===== src/rtl/pipe_hazard_ctrl.sv =====
// Central pipeline controller for the 5-stage MIPS core: stall/flush generation,
// exception sequencing, mul/div interlock and stall/flush statistics.
module pipe_hazard_ctrl #(
  parameter int unsigned MD_CYCLES = 32
) (
  input  logic        clk,
  input  logic        reset,
  input  logic [4:0]  id_rs,
  input  logic [4:0]  id_rt,
  input  logic        id_uses_rt,
  input  logic        ex_memread,
  input  logic [4:0]  ex_rt,
  input  logic        branch_taken_id,
  input  logic        md_start_ex,
  input  logic        id_uses_hilo,
  input  logic        id_is_md,
  input  logic        imem_ready,
  input  logic        exc_req_ex,
  output logic        pc_write,
  output logic        if_id_write,
  output logic        if_flush,
  output logic        id_ex_flush,
  output logic        ex_mem_flush,
  output logic        epc_we,
  output logic        pc_sel_exc,
  output logic        md_busy,
  output logic [31:0] stall_cnt,
  output logic [31:0] flush_cnt
);

  typedef enum logic {RUN, EXC_VEC} state_t;

  state_t     state;
  logic [7:0] md_cnt;
  logic       md_active;
  logic       load_use;
  logic       md_stall;
  logic       hazard;

  assign md_active = (md_cnt != '0);
  assign md_busy   = md_active & ~reset;

  assign load_use = ex_memread && (ex_rt != '0) &&
                    ((ex_rt == id_rs) || (id_uses_rt && (ex_rt == id_rt)));
  assign md_stall = md_active && (id_uses_hilo || id_is_md);
  assign hazard   = load_use || md_stall;

  always_comb begin
    pc_write     = 1'b0;
    if_id_write  = 1'b0;
    if_flush     = 1'b0;
    id_ex_flush  = 1'b0;
    ex_mem_flush = 1'b0;
    epc_we       = 1'b0;
    pc_sel_exc   = 1'b0;
    if (!reset) begin
      unique case (state)
        EXC_VEC: begin
          pc_sel_exc = 1'b1;
          pc_write   = 1'b1;
          if_flush   = 1'b1;
        end
        default: begin
          if (exc_req_ex) begin
            if_flush     = 1'b1;
            id_ex_flush  = 1'b1;
            ex_mem_flush = 1'b1;
            epc_we       = 1'b1;
          end else if (hazard) begin
            // Branch is ignored here: its operands in ID are stale.
            id_ex_flush = 1'b1;
          end else if (branch_taken_id) begin
            pc_write = 1'b1;
            if_flush = 1'b1;
          end else if (!imem_ready) begin
            if_flush = 1'b1;
          end else begin
            pc_write    = 1'b1;
            if_id_write = 1'b1;
          end
        end
      endcase
    end
  end

  always_ff @(posedge clk) begin
    if (reset) begin
      state     <= RUN;
      md_cnt    <= '0;
      stall_cnt <= '0;
      flush_cnt <= '0;
    end else begin
      unique case (state)
        EXC_VEC: begin
          state <= RUN;
          if (md_active) md_cnt <= md_cnt - 8'd1;
        end
        default: begin
          if (exc_req_ex) begin
            state  <= EXC_VEC;
            md_cnt <= '0;
          end else if (md_start_ex) begin
            md_cnt <= 8'(MD_CYCLES);
          end else if (md_active) begin
            md_cnt <= md_cnt - 8'd1;
          end
        end
      endcase
      if (!pc_write && (stall_cnt != '1)) stall_cnt <= stall_cnt + 32'd1;
      if (if_flush && (flush_cnt != '1))  flush_cnt <= flush_cnt + 32'd1;
    end
  end

endmodule


===== config.mk =====
export PLATFORM = sky130hd
export DESIGN_NAME = pipe_hazard_ctrl
export DESIGN_NICKNAME = d
export VERILOG_FILES = /design/src/rtl/pipe_hazard_ctrl.sv
export SDC_FILE = /design/constraint.sdc
export NUM_CORES = 1
export LEC_CHECK = 0
export BUFFER_PORTS_ARGS = -buffer_cell sky130_fd_sc_hd__buf_2
export CAP_MARGIN = 0
export CORE_MARGIN = 2
export CORE_UTILIZATION = 45
export DETAILED_ROUTE_END_ITERATION = 8
export HOLD_SLACK_MARGIN = 0.02
export PLACE_DENSITY = 0.69
export SYNTH_ARGS = -nofsm -noshare
export SYNTH_HDL_FRONTEND = slang
export SYNTH_SLANG_ARGS = --single-unit

===== constraint.sdc =====
create_clock -name clk -period 2.8 [get_ports clk]
set_input_delay 0.42 -clock clk [delete_from_list [all_inputs] [get_ports clk]]
set_output_delay 0.42 -clock clk [all_outputs]
set_load 0.01 [all_outputs]

==> results of run 1 <==
[timing repair]
item,in CTS,in global routing
buffers inserted,0,2
hold buffers,0,0
endpoints found under the setup margin,0,1
[cells by family after synthesis]
logic type | after synthesis | share of synthesized area, %
AO/OA/AOI/OAI | 101 | 15.83
XOR/XNOR | 17 | 3.630
adder cells (fa/ha/maj) | 4 | 1.220
buffers and inverters | 45 | 5.216
flip-flops | 73 | 35.63
multiplexers | 19 | 5.217
AND/OR/NAND/NOR | 251 | 33.25
[power by group]
part	internal, mW	switching [mW]
combinational	0.418	0.582
sequential	1.12	0.0973
clock	0.311	0.401
total	1.85	1.08
[through the flow]
stage / hold slack [ns] / area, um^2 / util (%) / power [mW]
floorplan: 0.4801 / 4101 / - / 1.960
global placement: 0.4869 / 4684 / 53.46 / 2.161
detailed placement: 0.5014 / 4684 / 53.46 / 2.185
CTS: 0.3256 / 4845 / 55.28 / 2.903
global route: 0.3443 / 4860 / 55.45 / 3.138
finish: 0.3481 / 4860 / 55.45 / 2.927
[worst max-delay path, stage by stage (launching register included)]
cell and delay, ns:
dfxtp_1 0.35, nor4_4 0.39, a31oi_2 0.20, nor4b_1 0.34, a211o_1 0.19, buf_12 0.22
buf_2 0.17
[area by class of cell]
| class | count | area (um^2) |
|---|---|---|
| fill | 837 | 3904 |
| multi-input combinational | 392 | 2429 |
| timing repair buffer | 111 | 618.1 |
| inverter | 15 | 56.30 |
| tap | 108 | 135.1 |
| clock inverter | 6 | 36.28 |
| sequential | 73 | 1461 |
| clock buffer | 9 | 123.9 |
[worst max path at each step]
stage                    endpoint       from  slack (ns)  depth (start not counted)
floorplan                if_flush   ex_rt[1]        0.51                          7
global placement     flush_cnt[3]   ex_rt[1]        0.19                          8
detailed placement  flush_cnt[12]   ex_rt[1]        0.15                          8
CTS                      pc_write  md_cnt[2]        0.11                          6
global route             pc_write  md_cnt[3]        0.02                          6
finish                   pc_write  md_cnt[3]        0.16                          6
[cells in the final DEF, fill, tap and decap left out, types with 3 or more instances in the layout]
cell type / count
xnor2_1: 12
or3_1: 14
nand2_1: 39
inv_1: 15
a21oi_1: 39
buf_4: 13
o21ai_0: 14
nand4_1: 21
dfxtp_1: 73
nor4_1: 17
nand3_1: 27
and4_1: 5
ha_1: 4
mux2_2: 19
nor4b_1: 3
and2_1: 4
clkbuf_8: 9
nor2b_1: 15
clkinv_2: 4
or4_1: 29
xor2_1: 5
buf_2: 96
nor3_1: 10
o31ai_1: 23
and3_1: 3
o41ai_1: 6
nor2_1: 56
[routing by layer]
metal  vias to the layer above  share of wire [%]  GRT usage (%)
met5                         -                  0              0
met4                         0                1.8          7.903
met3                        15                6.9          6.746
met2                       105                 49          36.38
met1                      1956                 43          24.67
li1                       2082                  -              -
[registers in the layout (all words and copies together) (netlist names)]
name and count:
flush_cnt 32, md_cnt 8, stall_cnt 32, state 1
==> flow_summary.toml, run 1 <==
[status]
outcome = "finished, final reports clean"

[power_and_ir_drop]
power.density_nw_per_um2 = 602.3
peakVddDrop_uv = 329.2
leakage_nw = 1.865

[sta]
setup_slack_ns = 0.1589
hold_viol_final = 0
fin_crit_ns = 2.641
tightest_slew_ns = 0.8781
max_slew_margin_pct = 41.46
fmax_mhz = 378.6
setup_tns_ns = 0
rsz0062_at_grt = "no"
report.final.slew_viol_count = 0
fin_crit_sh_pct = 94.32
clock_skew_ns = 0.01154
setup_viol_count_final = 0

[logic_synthesis]
async_reset_ff_share_pct = 0
syn_inst = 510
yosys_most_used_dff = "dfxtp_1"
synth_top_area_cell = "dfxtp_1"
synth_area_um2 = 4101
ys_top_cells_by_count = "dfxtp_1, nor2_1, a21oi_1, nand2_1, or4_1"
ys_seq_area_share_pct = 35.63
synth_cell_type_count = 48
yosysMostFrequentCell = "dfxtp_1"
syn_nets = 539
syn_area_per_cell_um2 = 8.042
yosysWarningCount = 0
yosysTopAreaCellShare_pct = 35.63
ys_top_cells_by_area = "dfxtp_1, or4_1, mux2_2"
synth_edf_count = 0
ys_ff_latch = 73

[place]
hpwl_um = 7289
place_congestion = 0.8221
place_ws_ns = 0.1468
post-place-cells = 697
portBuffers = 96

[critical_path]
r2r_cells = 8
reg2reg_slack_ns = 0.35
critPathRequiredTime_ns = 2.38
critPathLaunchType = "register"
critPathMaxFanout = 51
cp.arrival_ns = 2.22
reg2reg_to = "stall_cnt[28]"
r2r-start = "md_cnt[0]"
cp-end-kind = "primary output"
critPathKind = "reg -> out"

[run]
maxCapViolCount = 0

[floorplan]
die_w_um = 99.47
initial_core_util_pct = 46.80
die_area_um2 = 9894
coreArea_um2 = 8763
io_pins = 97
die_h_um = 99.47
rows = 34

[clock_tree]
cts_tree = "built"
clk_latency_ns = 0.35
cts_buffers = 9
cts-root-buf = "clkbuf_8"
clock-sinks = 73
ctsLongestPathBuffers = 2
clk_pin_slew_ns = 0.08
htreeDepth = 3
cts-resized-gates = 0

[drt]
dr.pass1.iters = 4
wl_um = 10320
drc = 0
via_per_inst = 5.824
detail_route.wl_per_cell_um = 14.45
vias = 4158
ant_nets = 0
drt_iter0_drc = 113

[min_path]
min_from = "exc_req_ex"
whs_path_depth = 2
hold_path_class = "in -> reg"
min_delay_worst_endpoint = "md_cnt[5]"

[global_route]
antenna_found_initial = 0
grt_pass1_wl_um = 17310
grt_overflow = 0
grt_pass1_vias = 3897
track_usage_pct = 21.18
grt_max_degree = 88

[finish]
nets = 631
final_cells = 714
n_antenna_cell = 0
drive_gt1_share_pct = 25.41
syn_to_final_growth_pct = 18.49
Power figures use the tool's default switching activity.
==> run 2, diff against run 1 <==
--- a/config.mk
+++ b/config.mk
@@ -5,7 +5,7 @@
 export SDC_FILE = /design/constraint.sdc
 export NUM_CORES = 1
 export LEC_CHECK = 0
-export BUFFER_PORTS_ARGS = -buffer_cell sky130_fd_sc_hd__buf_2
+export BUFFER_PORTS_ARGS = -buffer_cell sky130_fd_sc_hd__clkbuf_2
 export CAP_MARGIN = 0
 export CORE_MARGIN = 2
 export CORE_UTILIZATION = 45
==> run 2 against run 1 <==
Compared with the run above:
- power rose by 7.8%
- cell area up 1.2%
- global-route usage is 0.79 points lower
- non-clock buffer count did not move
- worst hold slack improved by 0.0042 ns
- largest cell class unchanged
- highest routed layer unchanged
==> flow_summary.toml, run 2 (synthesis results as in run 1) <==
[sta]
setup_viol_count_final = 0
hold_viol_final = 0
fin_crit_ns = 2.602
setup_slack_ns = 0.1983
hold_slack_ns = 0.3523
report.final.slew_viol_count = 0
clock_skew_ns = 0.006819
setup_tns_ns = 0
fmax_mhz = 384.4
rsz0062_at_grt = "no"
fin_crit_sh_pct = 92.92
tightest_slew_ns = 0.8957
max_slew_margin_pct = 40.29

[global_route]
antenna_found_initial = 0
grt_pass1_wl_um = 16840
grt_pass1_vias = 3694
grt_overflow = 0
track_usage_pct = 20.39
grt_max_degree = 88

[place]
hpwl_um = 7166
portBuffers = 96
post-place-cells = 697
placed_area_um2 = 4684
place_congestion = 0.8686
place_ws_ns = 0.2849

[floorplan]
die_h_um = 99.47
io_pins = 97
die_area_um2 = 9894
rows = 34
initial_core_util_pct = 46.80
coreArea_um2 = 8763
die_w_um = 99.47

[min_path]
whs_path_depth = 2
min_delay_worst_endpoint = "md_cnt[5]"
hold_path_class = "in -> reg"
min_from = "exc_req_ex"

[drt]
wl_um = 10180
vias = 4127
dr.pass1.iters = 5
drc = 0
drt_iter0_drc = 188
ant_nets = 0
detail_route.wl_per_cell_um = 14.26
via_per_inst = 5.780

[finish]
mostFrequentLayoutCell = "clkbuf_2"
drive_gt1_share_pct = 25.41
nets = 631
mostFrequentLayoutCells = "clkbuf_2, dfxtp_1, nor2_1"
final_util_pct = 56.11
fill_cells = 833
n_antenna_cell = 0
largestRegisters = "flush_cnt (32), stall_cnt (32), md_cnt (8)"
syn_to_final_growth_pct = 19.89
final_cells = 714
fin_area_um2 = 4917

[critical_path]
reg2reg_slack_ns = 0.35
reg2reg_to = "flush_cnt[21]"
critPathKind = "reg -> out"
critPathBufInv = 2
critPathMaxFanout = 51
r2r_cells = 7
critPathLaunchType = "register"
critPathRequiredTime_ns = 2.38
critPathTopFamily = "simple AND/OR/NAND/NOR gates"
crit_path_max_incr_delay_ns = 0.38
cp.arrival_ns = 2.18
cpMaxStageDelayCell = "nor4_4"
critical_path_depth = 6
r2r-start = "flush_cnt[2]"
crit_chain = "nor4_4 -> a31oi_2 -> nor4b_1 -> a211o_1 -> buf_12 -> clkbuf_2"
cp-end-kind = "primary output"

[power_and_ir_drop]
net-switching-power_mw = 1.093
switching_share_pct = 34.64
power.density_nw_per_um2 = 641.6
p_int_mw = 2.062
clkPwrFrac_pct = 29.4
seqPwrFrac_pct = 38.7
peakVddDrop_uv = 273.3
p_total_mw = 3.155
leakage_nw = 1.828
p_comb_share_pct = 32.0

[clock_tree]
cts_buffers = 9
cts-root-buf = "clkbuf_8"
clk_latency_ns = 0.35
cts_tree = "built"
htreeDepth = 3
clock-sinks = 73
ctsLongestPathBuffers = 2
clk_pin_slew_ns = 0.07

[run]
maxCapViolCount = 0

[status]
outcome = "finished, final reports clean"
==> run 2: how the worst max path moves through the flow <==
| stage | slack, ns | startpoint | to |
|---|---|---|---|
| global placement | 0.29 | ex_rt[1] | pc_write |
| detailed placement | 0.28 | ex_rt[1] | pc_write |
| CTS | 0.11 | md_cnt[2] | pc_write |
| finish | 0.20 | md_cnt[3] | pc_write |
| floorplan | 0.51 | ex_rt[1] | if_flush |
| global route | 0.01 | md_cnt[3] | pc_write |
==> run 2: metal layers <==
layer	global-route usage, %	up-vias	routed length (um)
met2	35.19	93	4950
met3	3.725	15	510
met5	0	-	0
met4	7.692	0	166
met1	25.32	1937	4555
li1	-	2082	-
==> run 2: repair_timing <==
| item | CTS | global route |
|---|---|---|
| hold buffers | 0 | 0 |
| buffers inserted | 0 | 2 |
| setup endpoints to repair | 0 | 1 |
| resized for setup | 0 | 0 |
==> run 2: layout make-up <==
| type | count | area [um^2] | share of cell area (%) |
|---|---|---|---|
| multi-input cells | 392 | 2429 | 49.39 |
| flip-flops and latches | 73 | 1461 | 29.72 |
| repair buffers | 111 | 618.1 | 12.57 |
| clock buffers | 10 | 137.6 | 2.799 |
| well taps | 108 | 135.1 | 2.748 |
| clock inverters | 5 | 80.08 | 1.628 |
| inverters | 15 | 56.30 | 1.145 |
==> run 2: power groups by stage <==
stage	combinational, mW	clock (mW)	sequential, mW
after detailed placement	0.951	0	1.24
final	1.01	0.927	1.22
after global routing	1.11	0.985	1.23
after floorplan	0.727	0	1.23
after CTS	0.954	0.948	1.22
after global placement	0.931	0	1.24
==> run 3, diff against run 2 <==
--- a/config.mk
+++ b/config.mk
@@ -8,10 +8,9 @@
 export BUFFER_PORTS_ARGS = -buffer_cell sky130_fd_sc_hd__clkbuf_2
 export CAP_MARGIN = 0
 export CORE_MARGIN = 2
-export CORE_UTILIZATION = 45
+export CORE_UTILIZATION = 40
 export DETAILED_ROUTE_END_ITERATION = 8
 export HOLD_SLACK_MARGIN = 0.02
-export PLACE_DENSITY = 0.69
 export SYNTH_ARGS = -nofsm -noshare
 export SYNTH_HDL_FRONTEND = slang
 export SYNTH_SLANG_ARGS = --single-unit
==> run 3 against run 2 <==
Compared with the run above:
- clock power fell by 11%
- setup slack got worse by 0.033 ns
- flip-flop and latch count did not move
- largest cell class unchanged
- global-route usage fell by 1.2 points
- register-to-register slack got worse by 0.03 ns
- clock skew rose by 0.010 ns
==> flow_summary.toml, run 3 (synthesis results as in run 1) <==
[sta]
fin_crit_ns = 2.635
fin_crit_sh_pct = 94.11
max_slew_margin_pct = 40.86
setup_viol_count_final = 0
fmax_mhz = 379.5
rsz0062_at_grt = "no"
clock_skew_ns = 0.01677
setup_slack_ns = 0.1650
tightest_slew_ns = 0.8871
report.final.slew_viol_count = 0
hold_viol_final = 0
setup_tns_ns = 0

[global_route]
grt_pass1_vias = 3831
grt_overflow = 0
grt_pass1_wl_um = 17770
antenna_found_initial = 0
track_usage_pct = 19.17
grt_max_degree = 88

[clock_tree]
cts_buffers = 9
cts-root-buf = "clkbuf_8"
ctsLongestPathBuffers = 2
clk_latency_ns = 0.36
post_cts_buffers = 0
clk_pin_slew_ns = 0.07
ctsHoldBuffers = 0
clock-sinks = 73
cts_tree = "built"
cts-resized-gates = 0
htreeDepth = 3

[drt]
drc = 0
dr.pass1.iters = 4
via_per_inst = 5.655
detail_route.wl_per_cell_um = 14.36
ant_nets = 0
drt_iter0_drc = 186
wl_um = 10580
vias = 4168

[place]
place_ws_ns = 0.2278
place_congestion = 0.7916
portBuffers = 96
hpwl_um = 7300

[finish]
mostFrequentLayoutCells = "clkbuf_2, dfxtp_1, nor2_1"
nets = 628
mostFrequentLayoutCell = "clkbuf_2"
largestRegisters = "flush_cnt (32), stall_cnt (32), md_cnt (8)"
n_antenna_cell = 0
syn_to_final_growth_pct = 19.68
final_util_pct = 49.76
drive_gt1_share_pct = 24.83

[power_and_ir_drop]
peakVddDrop_uv = 257.7
switching_share_pct = 36.15
power.density_nw_per_um2 = 611.6
p_int_mw = 1.917
p_comb_share_pct = 32.0
net-switching-power_mw = 1.085
p_total_mw = 3.002
leakage_nw = 1.805
seqPwrFrac_pct = 40.6
clkPwrFrac_pct = 27.4

[critical_path]
critPathRequiredTime_ns = 2.38
critPathKind = "reg -> out"
r2r_cells = 7
cp.arrival_ns = 2.22
cp-end-kind = "primary output"
critPathMaxFanout = 51
critPathLaunchType = "register"

[status]
outcome = "finished, final reports clean"

[floorplan]
die_area_um2 = 11080
rows = 36
io_pins = 97
die_w_um = 105.3
initial_core_util_pct = 41.58
die_h_um = 105.3
coreArea_um2 = 9864

[min_path]
whs_path_depth = 2
hold_path_class = "in -> reg"

[run]
maxCapViolCount = 0
run 3: cell type report:
cell class	count	area [um^2]
fillers	985	4956
clock inverters	5	56.30
multi-input cells	392	2429
flip-flops and latches	73	1461
repair buffers	108	608.1
inverters	15	56.30
well taps	133	166.4
clock buffers	11	131.4
run 3: power groups by stage:
stage	clock [mW]	sequential, mW	combinational [mW]
after floorplan	0	1.23	0.727
after global placement	0	1.24	0.951
after detailed placement	0	1.24	0.965
after CTS	0.844	1.22	0.970
after global routing	0.889	1.23	1.08
final	0.821	1.22	0.960
run 3: final timing paths:
path | slack [ns] | endpoint | from
worst min-delay path | 0.36 | md_cnt[5] | exc_req_ex
worst min register to register | 0.50 | flush_cnt[10] | flush_cnt[10]
worst max-delay path | 0.16 | pc_write | md_cnt[3]
worst max register to register | 0.32 | flush_cnt[13] | flush_cnt[3]
run 3: critical path, cell delays in order (launching register included):
cell	delay, ns
dfxtp_1	0.35
nor4_4	0.40
a31oi_2	0.21
nor4b_1	0.31
a211o_1	0.19
buf_12	0.22
clkbuf_2	0.17
run 3: per-stage QoR:
step | cells | area [um^2] | hold slack (ns)
after floorplan | 510 | 4101 | 0.4801
after global placement | 721 | 4721 | 0.4830
after detailed placement | 721 | 4721 | 0.4932
after CTS | 737 | 4908 | 0.3552
after global routing | 737 | 4908 | 0.3759
final | 737 | 4908 | 0.3634
run 3: layer usage:
layer	vias to the layer above	global-route usage [%]	share of wire, %
met5	-	0	0
met4	0	6.476	1.5
met3	15	5.442	6.4
met2	110	30.65	47
met1	1965	24.80	45
li1	2078	-	-
